**src/rtl/vector_fb_pkg.sv**
```systemverilog
// Shared definitions for the framebuffer SRAM arbiter.
//   VRAM_BASE    : default framebuffer base address (plane 0)
//   PLANE_STRIDE : address distance between consecutive bit planes
//   arb_state_e  : arbiter FSM state encoding
//   vram_addr()  : forms the SRAM address of one plane byte
package vector_fb_pkg;

  localparam logic [15:0] VRAM_BASE    = 16'h8000;
  localparam logic [15:0] PLANE_STRIDE = 16'h2000;

  typedef enum logic [3:0] {
    IDLE,
    VID0,
    VID1,
    VID2,
    VID3,
    RD1,
    RD2,
    WR1,
    WR2
  } arb_state_e;

  // Each plane is a 32x256 byte array: the column selects a 256-byte page
  // and the framebuffer row selects the byte within that page.
  function automatic logic [15:0] vram_addr(input logic [15:0] base,
                                            input logic [1:0]  plane,
                                            input logic [4:0]  col,
                                            input logic [7:0]  row);
    return base + (16'(plane) * PLANE_STRIDE) + {3'b000, col, 8'h00} + {8'h00, row};
  endfunction

endpackage

```
**src/rtl/fb_sram_arbiter.sv**
```systemverilog
// Arbitrates one asynchronous SRAM between the video fetcher and the CPU.
// A video request fetches one byte from each of the four planes in
// consecutive cycles; a CPU access takes two cycles and is acknowledged by
// a one-cycle pulse.  Video wins whenever both sides compete in IDLE.
//
// Ports:
//   clk24, rst_n                  : 24 MHz clock, synchronous active-low reset
//   retrace                       : high outside visible lines; video requests ignored
//   fb_row[8:0]                   : scan-doubled row, byte row is fb_row[8:1]
//   vid_req, vid_col[4:0]         : one-cycle fetch request with its column
//   vid_data[31:0], vid_valid     : {p3,p2,p1,p0} and its one-cycle valid pulse
//   vid_overrun                   : sticky, a request arrived while one was pending
//   cpu_req/we/addr/wdata         : CPU level request
//   cpu_rdata, cpu_ack            : read data and one-cycle acknowledge
//   sram_addr/dout/din/we_n/oe_n  : SRAM pins, outputs registered (glitch-free)
module fb_sram_arbiter #(
  parameter logic [15:0] VRAM_BASE = vector_fb_pkg::VRAM_BASE
) (
  input  logic        clk24,
  input  logic        rst_n,
  input  logic        retrace,
  input  logic [8:0]  fb_row,
  input  logic        vid_req,
  input  logic [4:0]  vid_col,
  output logic [31:0] vid_data,
  output logic        vid_valid,
  output logic        vid_overrun,
  input  logic        cpu_req,
  input  logic        cpu_we,
  input  logic [15:0] cpu_addr,
  input  logic [7:0]  cpu_wdata,
  output logic [7:0]  cpu_rdata,
  output logic        cpu_ack,
  output logic [15:0] sram_addr,
  output logic [7:0]  sram_dout,
  input  logic [7:0]  sram_din,
  output logic        sram_we_n,
  output logic        sram_oe_n
);
  import vector_fb_pkg::*;

  arb_state_e  state_q;
  arb_state_e  state_d;
  logic        vid_pending;
  logic [4:0]  col_q;
  logic [7:0]  row_q;
  logic        vid_take;
  logic        vid_clash;
  logic [4:0]  col_next;
  logic [7:0]  row_next;
  logic [15:0] addr_d;
  logic [7:0]  dout_d;
  logic        we_n_d;
  logic        oe_n_d;
  logic        row_lsb_unused;

  // The low row bit only distinguishes the two scan-doubled copies of a line.
  assign row_lsb_unused = fb_row[0];

  // A new request is accepted only when none is queued; otherwise it is an overrun.
  assign vid_take  = vid_req & ~retrace & ~vid_pending;
  assign vid_clash = vid_req & ~retrace &  vid_pending;

  // The address for VID0 is formed in the same cycle the request is taken,
  // so look through the column/row latches.
  assign col_next = vid_take ? vid_col     : col_q;
  assign row_next = vid_take ? fb_row[8:1] : row_q;

  always_ff @(posedge clk24) begin
    if (!rst_n) state_q <= IDLE;
    else        state_q <= state_d;
  end

  // The cycle in which cpu_ack is high is spent idle as bus turnaround,
  // so neither side starts an access in it.
  always_comb begin
    state_d = state_q;
    case (state_q)
      IDLE: begin
        if (cpu_ack)                      state_d = IDLE;
        else if (vid_pending || vid_take) state_d = VID0;
        else if (cpu_req)                 state_d = cpu_we ? WR1 : RD1;
      end
      VID0:    state_d = VID1;
      VID1:    state_d = VID2;
      VID2:    state_d = VID3;
      VID3:    state_d = IDLE;
      RD1:     state_d = RD2;
      RD2:     state_d = IDLE;
      WR1:     state_d = WR2;
      WR2:     state_d = IDLE;
      default: state_d = IDLE;
    endcase
  end

  // SRAM pin values are decoded from the next state and registered, so the
  // pins change cleanly on the clock edge that enters each state.
  always_comb begin
    addr_d = 16'h0000;
    dout_d = 8'h00;
    we_n_d = 1'b1;
    oe_n_d = 1'b1;
    case (state_d)
      VID0: begin addr_d = vram_addr(VRAM_BASE, 2'd0, col_next, row_next); oe_n_d = 1'b0; end
      VID1: begin addr_d = vram_addr(VRAM_BASE, 2'd1, col_next, row_next); oe_n_d = 1'b0; end
      VID2: begin addr_d = vram_addr(VRAM_BASE, 2'd2, col_next, row_next); oe_n_d = 1'b0; end
      VID3: begin addr_d = vram_addr(VRAM_BASE, 2'd3, col_next, row_next); oe_n_d = 1'b0; end
      RD1, RD2: begin addr_d = cpu_addr; oe_n_d = 1'b0; end
      WR1: begin addr_d = cpu_addr; dout_d = cpu_wdata; end
      WR2: begin addr_d = cpu_addr; dout_d = cpu_wdata; we_n_d = 1'b0; end
      default: ;
    endcase
  end

  // Datapath: pin registers, request latches, capture registers and status pulses.
  always_ff @(posedge clk24) begin
    if (!rst_n) begin
      sram_addr   <= 16'h0000;
      sram_dout   <= 8'h00;
      sram_we_n   <= 1'b1;
      sram_oe_n   <= 1'b1;
      vid_pending <= 1'b0;
      vid_overrun <= 1'b0;
      vid_valid   <= 1'b0;
      vid_data    <= 32'h0000_0000;
      cpu_ack     <= 1'b0;
      cpu_rdata   <= 8'h00;
      col_q       <= 5'd0;
      row_q       <= 8'h00;
    end else begin
      sram_addr <= addr_d;
      sram_dout <= dout_d;
      sram_we_n <= we_n_d;
      sram_oe_n <= oe_n_d;
      if (vid_take) begin
        vid_pending <= 1'b1;
        col_q       <= vid_col;
        row_q       <= fb_row[8:1];
      end else if (state_q == VID3) begin
        vid_pending <= 1'b0;
      end
      if (vid_clash) vid_overrun <= 1'b1;
      vid_valid <= (state_q == VID3);
      cpu_ack   <= (state_q == RD2) || (state_q == WR2);
      case (state_q)
        VID0:    vid_data[7:0]   <= sram_din;
        VID1:    vid_data[15:8]  <= sram_din;
        VID2:    vid_data[23:16] <= sram_din;
        VID3:    vid_data[31:24] <= sram_din;
        RD2:     cpu_rdata       <= sram_din;
        default: ;
      endcase
    end
  end

endmodule

```
**config.mk**
```make
export PLATFORM = sky130hd
export DESIGN_NAME = fb_sram_arbiter
export DESIGN_NICKNAME = d
export VERILOG_FILES = /design/src/rtl/vector_fb_pkg.sv /design/src/rtl/fb_sram_arbiter.sv
export SDC_FILE = /design/constraint.sdc
export NUM_CORES = 1
export LEC_CHECK = 0
export ABC_AREA = 1
export ABC_CLOCK_PERIOD_IN_PS = 3870
export CAP_MARGIN = 40
export CORE_UTILIZATION = 48
export CTS_BUF_LIST = sky130_fd_sc_hd__clkbuf_16
export DETAILED_ROUTE_END_ITERATION = 10
export PLACE_DENSITY = 0.85
export RECOVER_POWER = 50
export SLEW_MARGIN = 20
export SYNTH_ARGS = -nofsm -noshare
export SYNTH_HDL_FRONTEND = slang
export SYNTH_SLANG_ARGS = --single-unit
```
**constraint.sdc**
```tcl
create_clock -name clk24 -period 3.87 [get_ports clk24]
set_clock_uncertainty 0.2 [all_clocks]
set_input_delay 0.774 -clock clk24 [delete_from_list [all_inputs] [get_ports clk24]]
set_output_delay 0.774 -clock clk24 [all_outputs]
set_load 0.005 [all_outputs]
```
==> impl_results.md, run 1 <==
* Post-synthesis cell type count at 27
* Final Non-Filler Cells at roughly 650
* Post-synth top area share at between 50% and 60%
* Leak at about 2.3 nW
* Pwr Density at ~700 nW/um^2
* Syn nets at 482
* Drt wl/cell at 13.09 um
* Outcome: finished with violations
* Fmax achieved at roughly 320 MHz
* Sum of buffers and inverters on the critical path at 4
* 1st-iter DRT viols at about 210
* Max Cap Viol at 1
* WL met1 at 3638 um
* Antenna Nets Post-Route at 0
* Synthesis-stage register bit count at a little under 90
* Layout net count at 599
* Largest net degree at the start of global routing at 47
* Synth Instances at 430
* RSZ-0062 raised after global routing: false
* First-pass GRT wire length at between 10000 and 15000 um
* Hold Vio Cnt, Final at 0
* CTS resizes at 0
* Post-CTS setup buffer count at 0
* Critical path arrival at approximately 3000 ps
* Sink Count at 87
* Remaining Overflow, GRT at 0
* Sequential area share after synthesis at 51.67%
* Layout area overhead at 44.69%
* Setup TNS at 0 ps
* Slowest cell on crit path: clkbuf_1
* Critical path fanouts, max at 46
* Uppermost layer routed: met4
* CTS clk-pin slew, worst paths at roughly 60 ps
* Synth Warn # at 0
* # DRC at 2
* Final Critical Period at just over 3000 ps
* Worst hold path type: flip-flop to flip-flop
* Max Buffers Root-to-Sink at 2
* Initial Util at between 40% and 50%
* Clock Tree Root: clkbuf_16
* 1st-pass router iterations at 9
* Dominant cells by area after synthesis: dfxtp_1, nor2_1, o21ai_0
* Port Buffer Count at between 100 and 150
* CP Cell Sequence: dlygate4sd3_1 > buf_4 > clkinv_1 > clkbuf_1 > a2111oi_0
* Part of the cycle the worst path needs at 80.59%
* Failing checks: design-rule violations, max-capacitance violations, max-slew violations
* Worst slew margin at -13.68%
* Die area at ~7400 um^2
* Core footprint at between 6000 and 7000 um^2
* Routed vias at a little over 3k
* Syn Std Cell Area at ~3400 um^2
* DIE WIDTH at roughly 86 um
* Critical Path RT at ~3800 ps
* Overall routing resource usage at around a quarter
* Initial antenna violation count at 0
* Worst skew pair latency at between 300 and 400 ps
* CP top delay family: buffers and inverters
* Area leader, netlist: dfxtp_1
* Total wire length at between 8000 and 9000 um
* Post-DR vias/cell at 4.745
* Post-Place Cells at approximately 630
* Fin. max-slew vios at 35
* Core Rows at 30
* Cts hold-fix bufs at 0
* Maximum vdd drop at 456.0 uV
* Metal3 WL at 369 um
* Met2 routed WL at 4206 um
* TritonCTS clock tree: done
* Final setup violation count at 0
* Crit Path Class: input pin to flip-flop
* Final core area utilization at between 70% and 80%
* Ports at 121
* N_diodes at 0
* Vias in the first global route at 2903
* Crit path capture type: flip-flop
* Worst path max stage delay at ~1200 ps
* CTS buffer count at 9
* CTS H-tree lvls at 3
* Layout cells sized above 1 at roughly 8.3%
* Die height at 85.80 um
* CP startpoint kind: input pin
* Worst-Margin Slew at between 1500 and 2000 ps
* Dpl hpwl at 5943 um
* Final GP Congestion at between 0.8 and 0.9
* Synth Area per Inst at between 7 and 8 um^2
cells in the mapped netlist:
cell       count
a2111oi_0      1
a211oi_1       1
a21oi_1        9
a21oi_2       10
buf_12         1
buf_2          1
buf_6          2
clkbuf_1      11
clkinv_1       3
dfxtp_1       87
inv_1         48
inv_2          3
nand2_1       48
nand2_2        3
nand2_4       10
nand3_1        4
nand3_2        2
nand3_4        1
nand4_1        2
nor2_1       118
nor2_2         4
nor2_4         4
o21a_1         1
o21ai_0       53
o21ai_1        1
o21ai_2        1
o21bai_1       1
worst register-to-register path, delay by kind of cell, from the launching register on:
kind	cells	cell delay, ps
AOI/OAI and AO/OA	1	70
buffers and inverters	1	160
DFF	1	350
and+or+nand+nor	8	1660
routing by layer:
layer / track usage [%] / up-vias
met1: 27.23 / 1405
met3: 6.352 / 23
li1: - / 1564
met5: 0 / -
met4: 10.45 / 0
met2: 41.02 / 83
final timing paths:
path,endpoint,slack (ps),from,depth (start not counted)
worst min-delay path,vid_overrun,270,vid_overrun,1
worst min register to register,vid_overrun,270,vid_overrun,1
worst max-delay path,state_q[1],750,rst_n,5
worst max register to register,sram_addr[0],1240,state_q[2],10
layout make-up:
type	count	area [um^2]
fill	547	1917
sequential	87	1742
multi-input combinational	274	1330
timing repair buffer	121	1202
clock buffer	9	225.2
inverter	54	202.7
tap	96	120.1
clock inverter	7	55.05
cells in the final DEF, fill, tap and decap left out, types with 2 or more instances in the layout:
cell and count:
a21oi_1 9, a21oi_2 10, clkbuf_16 9, clkdlybuf4s50_1 85, clkinv_1 6, clkinv_2 2
dfxtp_1 87, dlygate4sd3_1 34, inv_1 51, nand2_1 49, nand2_2 2, nand2_4 10
nand3_1 4, nand3_2 2, nand4_1 2, nor2_1 120, nor2_2 2, nor2_4 4
o21ai_0 53
kinds of logic after synthesis:
logic type / after synthesis / synth area share, %
AOI/OAI and AO/OA: 78 / 13.14
buffers and inverters: 69 / 8.649
DFF: 87 / 51.67
and+or+nand+nor: 196 / 26.54
state kept, by name, summed over array words and instances (netlist names):
register     flops
vid_valid        1
vid_overrun      1
cpu_rdata        8
vid_pending      1
sram_dout        8
vid_data        32
sram_oe_n        1
row_q            8
cpu_ack          1
col_q            5
state_q          4
sram_addr       16
sram_we_n        1
power by group:
| part | internal (mW) | switching (mW) | total [mW] |
|---|---|---|---|
| sequential | 1.12 | 0.102 | 1.22 |
| combinational | 0.600 | 0.763 | 1.36 |
| clock | 0.488 | 0.326 | 0.815 |
through the flow:
stage | hold slack [ps] | power, mW | setup WS [ps] | cell area, um^2
final | 268.1 | 3.402 | 751.0 | 4877
after global routing | 289.0 | 3.601 | 581.8 | 4877
after CTS | 271.5 | 3.464 | 1187 | 4888
after detailed placement | 257.4 | 2.645 | 845.0 | 4608
after global placement | 252.7 | 2.602 | 935.1 | 4608
after floorplan | 242.2 | 2.118 | 1816 | 3371
Note: power is estimated with default switching activity, not from simulation.
==> inputs of run 2 (changes only) <==
--- a/config.mk
+++ b/config.mk
@@ -6,12 +6,12 @@
 export NUM_CORES = 1
 export LEC_CHECK = 0
 export ABC_AREA = 1
-export ABC_CLOCK_PERIOD_IN_PS = 3870
+export ABC_CLOCK_PERIOD_IN_PS = 3000
 export CAP_MARGIN = 40
-export CORE_UTILIZATION = 48
+export CORE_UTILIZATION = 44
 export CTS_BUF_LIST = sky130_fd_sc_hd__clkbuf_16
 export DETAILED_ROUTE_END_ITERATION = 10
-export PLACE_DENSITY = 0.85
+export PLACE_DENSITY = 0.79
 export RECOVER_POWER = 50
 export SLEW_MARGIN = 20
 export SYNTH_ARGS = -nofsm -noshare
==> constraint.sdc (replaced) <==
create_clock -name clk24 -period 3 [get_ports clk24]
set_clock_uncertainty 0.2 [all_clocks]
set_input_delay 0.6 -clock clk24 [delete_from_list [all_inputs] [get_ports clk24]]
set_output_delay 0.6 -clock clk24 [all_outputs]
set_load 0.005 [all_outputs]
==> impl_results.md, run 2 (synthesis gave the netlist of run 1 again) <==
* Cts hold-fix bufs at 0 (unchanged)
* Initial antenna violation count at 0 (unchanged)
* Commonest non-fill, non-tap cell in the layout: nor2_1
* TritonCTS clock tree: done
* Final Critical Period at approximately 2400 ps
* Critical path arrival at 2400 ps (-640 ps)
* Initial Util at 45.98% (-3.6 points)
* # DRC at 0 (-2)
* Sink Count at 87 (unchanged)
* Final GP Congestion at 0.8525 (-3.6%)
* DIE WIDTH at 89.53 um (+4.3%)
* Total wire length at 8576 um (+1.1%)
* Worst skew pair latency at 330 ps (about the same)
* Crit path capture type: flip-flop
* Largest net degree at the start of global routing at 46 (-2.1%)
* Layout net count at 601 (+0.33%)
* Antenna Nets Post-Route at 0 (unchanged)
* Sum of buffers and inverters on the critical path at 2 (-2)
* Part of the cycle the worst path needs at roughly 81%
* Leak at 2.285 nW (+0.71%)
* Slowest cell on crit path: dlygate4sd3_1
* Overall routing resource usage at 22.26% (-1.3 points)
* Maximum vdd drop at 587.9 uV (+29%)
* Die area at 8015 um^2 (+8.9%)
* Vias in the first global route at 2949 (+1.6%)
* Top Registers: vid_data (32), sram_addr (16)
* Worst path max stage delay at 520 ps (-700 ps)
* Most frequent cells in the layout: nor2_1, dfxtp_1, clkdlybuf4s50_1
* CTS resizes at 0 (unchanged)
* Clock Tree Root: clkbuf_16
* 1st-pass router iterations at 4 (-5)
* N_diodes at 0 (unchanged)
* Max Cap Viol at 0 (-1)
* Register with the most flip-flops: vid_data
* Critical path fanouts, max at 14 (-70%)
* Worst hold path type: flip-flop to flip-flop
* Post-DR vias/cell at 4.764 (+0.40%)
* Outcome: completed
* Core footprint at 7331 um^2 (+7.9%)
* Largest register FFs at 32 (unchanged)
* Dpl hpwl at 5954 um (+0.18%)
* Max Buffers Root-to-Sink at 2 (unchanged)
* Pwr Density at 898.9 nW/um^2 (+29%)
* Gr busiest metal: met2
* Met2 usage at 37.34% (-3.7 points)
* Hold Vio Cnt, Final at 0 (unchanged)
* CP Cell Sequence: dlygate4sd3_1 > inv_1 > a21oi_1 > nand2_1 > o21bai_1 > nor2_4 > nand2_4 > nand3_4 > nand2_1 > a21oi_1
* Fin. max-slew vios at 0 (-100%)
* Core Rows at 31 (+3.3%)
* Drt wl/cell at 13.13 um (+0.30%)
* Setup TNS at 0 ps (unchanged)
* CTS buffer count at 9 (unchanged)
* 1st-iter DRT viols at 169 (-20%)
* First-pass GRT wire length at 13440 um (+0.52%)
* CP top delay family: simple AND/OR/NAND/NOR gates
* Critical Path RT at 2970 ps (-820 ps)
* Fmax achieved at around 410 MHz
* Ports at 121 (unchanged)
* CP startpoint kind: input pin
* CTS clk-pin slew, worst paths at 60 ps (about the same)
* Worst slew margin at 45.33% (+59 points)
* Layout cells sized above 1 at 9.928% (+1.6 points)
* Total Power at 4.410 mW (+30%)
* Final setup violation count at 0 (unchanged)
* Worst-Margin Slew at 820.0 ps (-885.3 ps)
* M1 GR Usage at 26.40% (-0.83 points)
* Port Buffer Count at 119 (unchanged)
* Post-CTS setup buffer count at 0 (unchanged)
* Die height at 89.53 um (+4.3%)
* Remaining Overflow, GRT at 0 (unchanged)
* CTS H-tree lvls at 3 (unchanged)
* Layout area overhead at 45.55%
* Routed vias at 3111 (+1.2%)
* RSZ-0062 raised after global routing: false
* Crit Path Class: input pin to flip-flop
* GR Layer Usage met3 at 5.633% (-0.72 points)
==> run 2: per-layer routing <==
layer	vias up	share of wire (%)
met5	-	0
met2	96	47
li1	1566	-
met4	0	3.2
met1	1424	44
met3	25	5.7
==> run 2: path summary, 6_finish.rpt <==
kind	start	end	slack (ps)	cells past startpoint
max	retrace	sram_addr[1]	570	10
min	vid_overrun	vid_overrun	270	1
max reg2reg	state_q[2]	sram_addr[1]	760	7
min reg2reg	vid_overrun	vid_overrun	270	1
==> run 2: stage by stage <==
step / hold WS (ps) / cell area (um^2) / setup slack (ps) / std cells / utilization (%)
6_report: 268.9 / 4906 / 569.4 / 653 / 66.92
3_3_place_gp: 253.2 / 4627 / 394.0 / 637 / 63.12
5_1_grt: 295.3 / 4906 / 373.7 / 653 / 66.92
3_5_place_dp: 257.7 / 4627 / 337.5 / 637 / 63.12
4_1_cts: 272.3 / 4908 / 691.2 / 653 / 66.96
2_1_floorplan: 242.2 / 3371 / 1120 / 430 / -
==> run 2: cell type report <==
class                   count  area (um^2)
fillers                   602         2425
flip-flops and latches     87         1742
multi-input cells         274         1338
repair buffers            123         1219
clock buffers               9        225.2
inverters                  54        202.7
well taps                  99        123.9
clock inverters             7        56.30
==> run 2: power breakdown <==
group / leakage (nW) / internal (mW) / switching [mW] / total (mW)
sequential: 0.711 / 1.45 / 0.132 / 1.58
clock: 0.149 / 0.631 / 0.426 / 1.06
combinational: 1.43 / 0.778 / 0.996 / 1.77
total: 2.29 / 2.86 / 1.55 / 4.41
==> run 2: worst reg2reg max path, stage by stage (launching register included) <==
cell	delay (ps)
dfxtp_1	350
nor2_2	140
inv_2	100
nor2_1	500
inv_2	240
nand3_4	370
nand2_1	110
a21oi_1	140
==> inputs of run 3 (changes only) <==
--- a/config.mk
+++ b/config.mk
@@ -6,7 +6,7 @@
 export NUM_CORES = 1
 export LEC_CHECK = 0
 export ABC_AREA = 1
-export ABC_CLOCK_PERIOD_IN_PS = 3000
+export ABC_CLOCK_PERIOD_IN_PS = 2300
 export CAP_MARGIN = 40
 export CORE_UTILIZATION = 44
 export CTS_BUF_LIST = sky130_fd_sc_hd__clkbuf_16
==> constraint.sdc (replaced) <==
create_clock -name clk24 -period 2.3 [get_ports clk24]
set_clock_uncertainty 0.2 [all_clocks]
set_input_delay 0.46 -clock clk24 [delete_from_list [all_inputs] [get_ports clk24]]
set_output_delay 0.46 -clock clk24 [all_outputs]
set_load 0.005 [all_outputs]
==> impl_results.md, run 3 (synthesis gave the netlist of run 1 again) <==
* Outcome: completed
* Worst-Margin Slew at 742.4 ps (-77.62 ps)
* Worst path max stage delay at 460 ps (-60 ps)
* Critical Path RT at 2280 ps (-690 ps)
* CTS H-tree lvls at 3 (unchanged)
* Largest register FFs at 32 (unchanged)
* Worst skew pair latency at 330 ps (about the same)
* DIE WIDTH at 89.53 um (unchanged)
* Remaining Overflow, GRT at 0 (unchanged)
* Slowest cell on crit path: clkdlybuf4s50_1
* Crit Path Class: input pin to flip-flop
* Core Rows at 31 (unchanged)
* Die height at 89.53 um (unchanged)
* CP top delay family: buffers and inverters
* CP startpoint kind: input pin
* Antenna Nets Post-Route at 0 (unchanged)
* Worst hold path type: flip-flop to flip-flop
* Layout net count at 607 (+1.0%)
* Fmax achieved at 492.4 MHz
* Sink Count at 87 (unchanged)
* Top Registers: vid_data (32), sram_addr (16)
* Cts hold-fix bufs at 0 (unchanged)
* Final Critical Period at around 2000 ps
* CTS buffer count at 9 (unchanged)
* 1st-iter DRT viols at 124 (-27%)
* Post-DR vias/cell at 4.669 (-2.0%)
* N_diodes at 0 (unchanged)
* 1st-pass router iterations at 4 (unchanged)
* Die area at 8015 um^2 (unchanged)
* # DRC at 0 (unchanged)
* Worst slew margin at 50.51% (+5.2 points)
* Register with the most flip-flops: vid_data
* Max Buffers Root-to-Sink at 2 (unchanged)
* CP Cell Sequence: clkdlybuf4s50_1 > inv_1 > a21oi_1 > nand2_1 > o21bai_1 > nor2_4 > nand2_4 > nand3_4 > buf_12 > nand2_1 > a21oi_1
* Fin. max-slew vios at 0 (unchanged)
* Critical path arrival at 2010 ps (-390 ps)
* Leak at 2.309 nW (+1.1%)
* Layout area overhead at 48.59%
* First-pass GRT wire length at 13230 um (-1.6%)
* Layout cells sized above 1 at 10.73% (+0.81 points)
* Most frequent cells in the layout: nor2_1, clkdlybuf4s50_1, dfxtp_1
* Initial antenna violation count at 0 (unchanged)
* Final GP Congestion at 0.8886 (+4.2%)
* Drt wl/cell at 12.52 um (-4.6%)
* Crit path capture type: flip-flop
* Part of the cycle the worst path needs at 88.29%
* Initial Util at 45.98% (unchanged)
* TritonCTS clock tree: done
* Overall routing resource usage at 21.85% (-0.42 points)
* Critical path fanouts, max at 14 (unchanged)
* Dpl ws at -33.86 ps (-371.4 ps)
* CTS clk-pin slew, worst paths at 60 ps (about the same)
* RSZ-0062 raised after global routing: false
* Clock Tree Root: clkbuf_16
* Pwr Density at 1206 nW/um^2 (+34%)
* Maximum vdd drop at 724.8 uV (+23%)
* Max Cap Viol at 0 (unchanged)
* CTS resizes at 0 (unchanged)
* Routed vias at 3072 (-1.3%)
* Core footprint at 7331 um^2 (unchanged)
* Port Buffer Count at 119 (unchanged)
* Final setup violation count at 0 (unchanged)
* Ports at 121 (unchanged)
* Post-CTS setup buffer count at 0 (unchanged)
* Vias in the first global route at 2775 (-5.9%)
* Worst setup margin at 269.3 ps (-300.1 ps)
* Largest net degree at the start of global routing at 41 (-11%)
* Total wire length at 8240 um (-3.9%)
* Commonest non-fill, non-tap cell in the layout: nor2_1
* Setup TNS at 0 ps (unchanged)
* Dpl hpwl at 5794 um (-2.7%)
* Hold Vio Cnt, Final at 0 (unchanged)
* Sum of buffers and inverters on the critical path at 3 (+1)
## run 3: stage by stage
step / cells / cell area (um^2) / utilization (%) / total power, mW / hold WS, ps
after floorplan: 430 / 3371 / - / 3.563 / 242.2
after global placement: 643 / 4710 / 64.24 / 4.584 / 254.0
after detailed placement: 643 / 4710 / 64.24 / 4.637 / 258.4
after CTS: 658 / 5014 / 68.39 / 6.146 / 270.6
after global routing: 658 / 5009 / 68.32 / 6.442 / 292.5
final: 658 / 5009 / 68.32 / 6.043 / 265.3
## run 3: final timing paths
check / from / to / slack (ps) / depth (start not counted)
worst max-delay path: retrace / sram_addr[1] / 270 / 11
worst min-delay path: vid_overrun / vid_overrun / 270 / 1
worst max register to register: state_q[3] / sram_addr[5] / 350 / 10
worst min register to register: vid_overrun / vid_overrun / 270 / 1
## run 3: worst register-to-register path, stage by stage (launching register included)
cell and delay (ps):
dfxtp_1 340, nor2_2 160, inv_2 100, nor2_4 250, inv_2 170, nand2_1 110, nand3_2 90, nand3_2 100
buf_12 140, nand2_1 80, a21oi_2 130
## run 3: area by class of cell
| type | instances | area [um^2] |
|---|---|---|
| repair buffers | 129 | 1299 |
| multi-input cells | 274 | 1338 |
| flip-flops and latches | 87 | 1742 |
| inverters | 54 | 202.7 |
| clock inverters | 6 | 78.83 |
| well taps | 99 | 123.9 |
| fillers | 554 | 2322 |
| clock buffers | 9 | 225.2 |
## run 3: per-layer routing
metal / vias up / routed length [um] / global-route usage (%)
li1: 1573 / - / -
met1: 1402 / 3681 / 27.51
met2: 81 / 3954 / 36.16
met3: 16 / 394 / 3.786
met4: 0 / 209 / 10.82
met5: - / 0 / 0
## run 3: report_power, final
group / leakage, nW / internal [mW] / switching (mW)
clock: 0.152 / 0.933 / 0.554
sequential: 0.711 / 1.89 / 0.170
combinational: 1.45 / 1.19 / 1.31
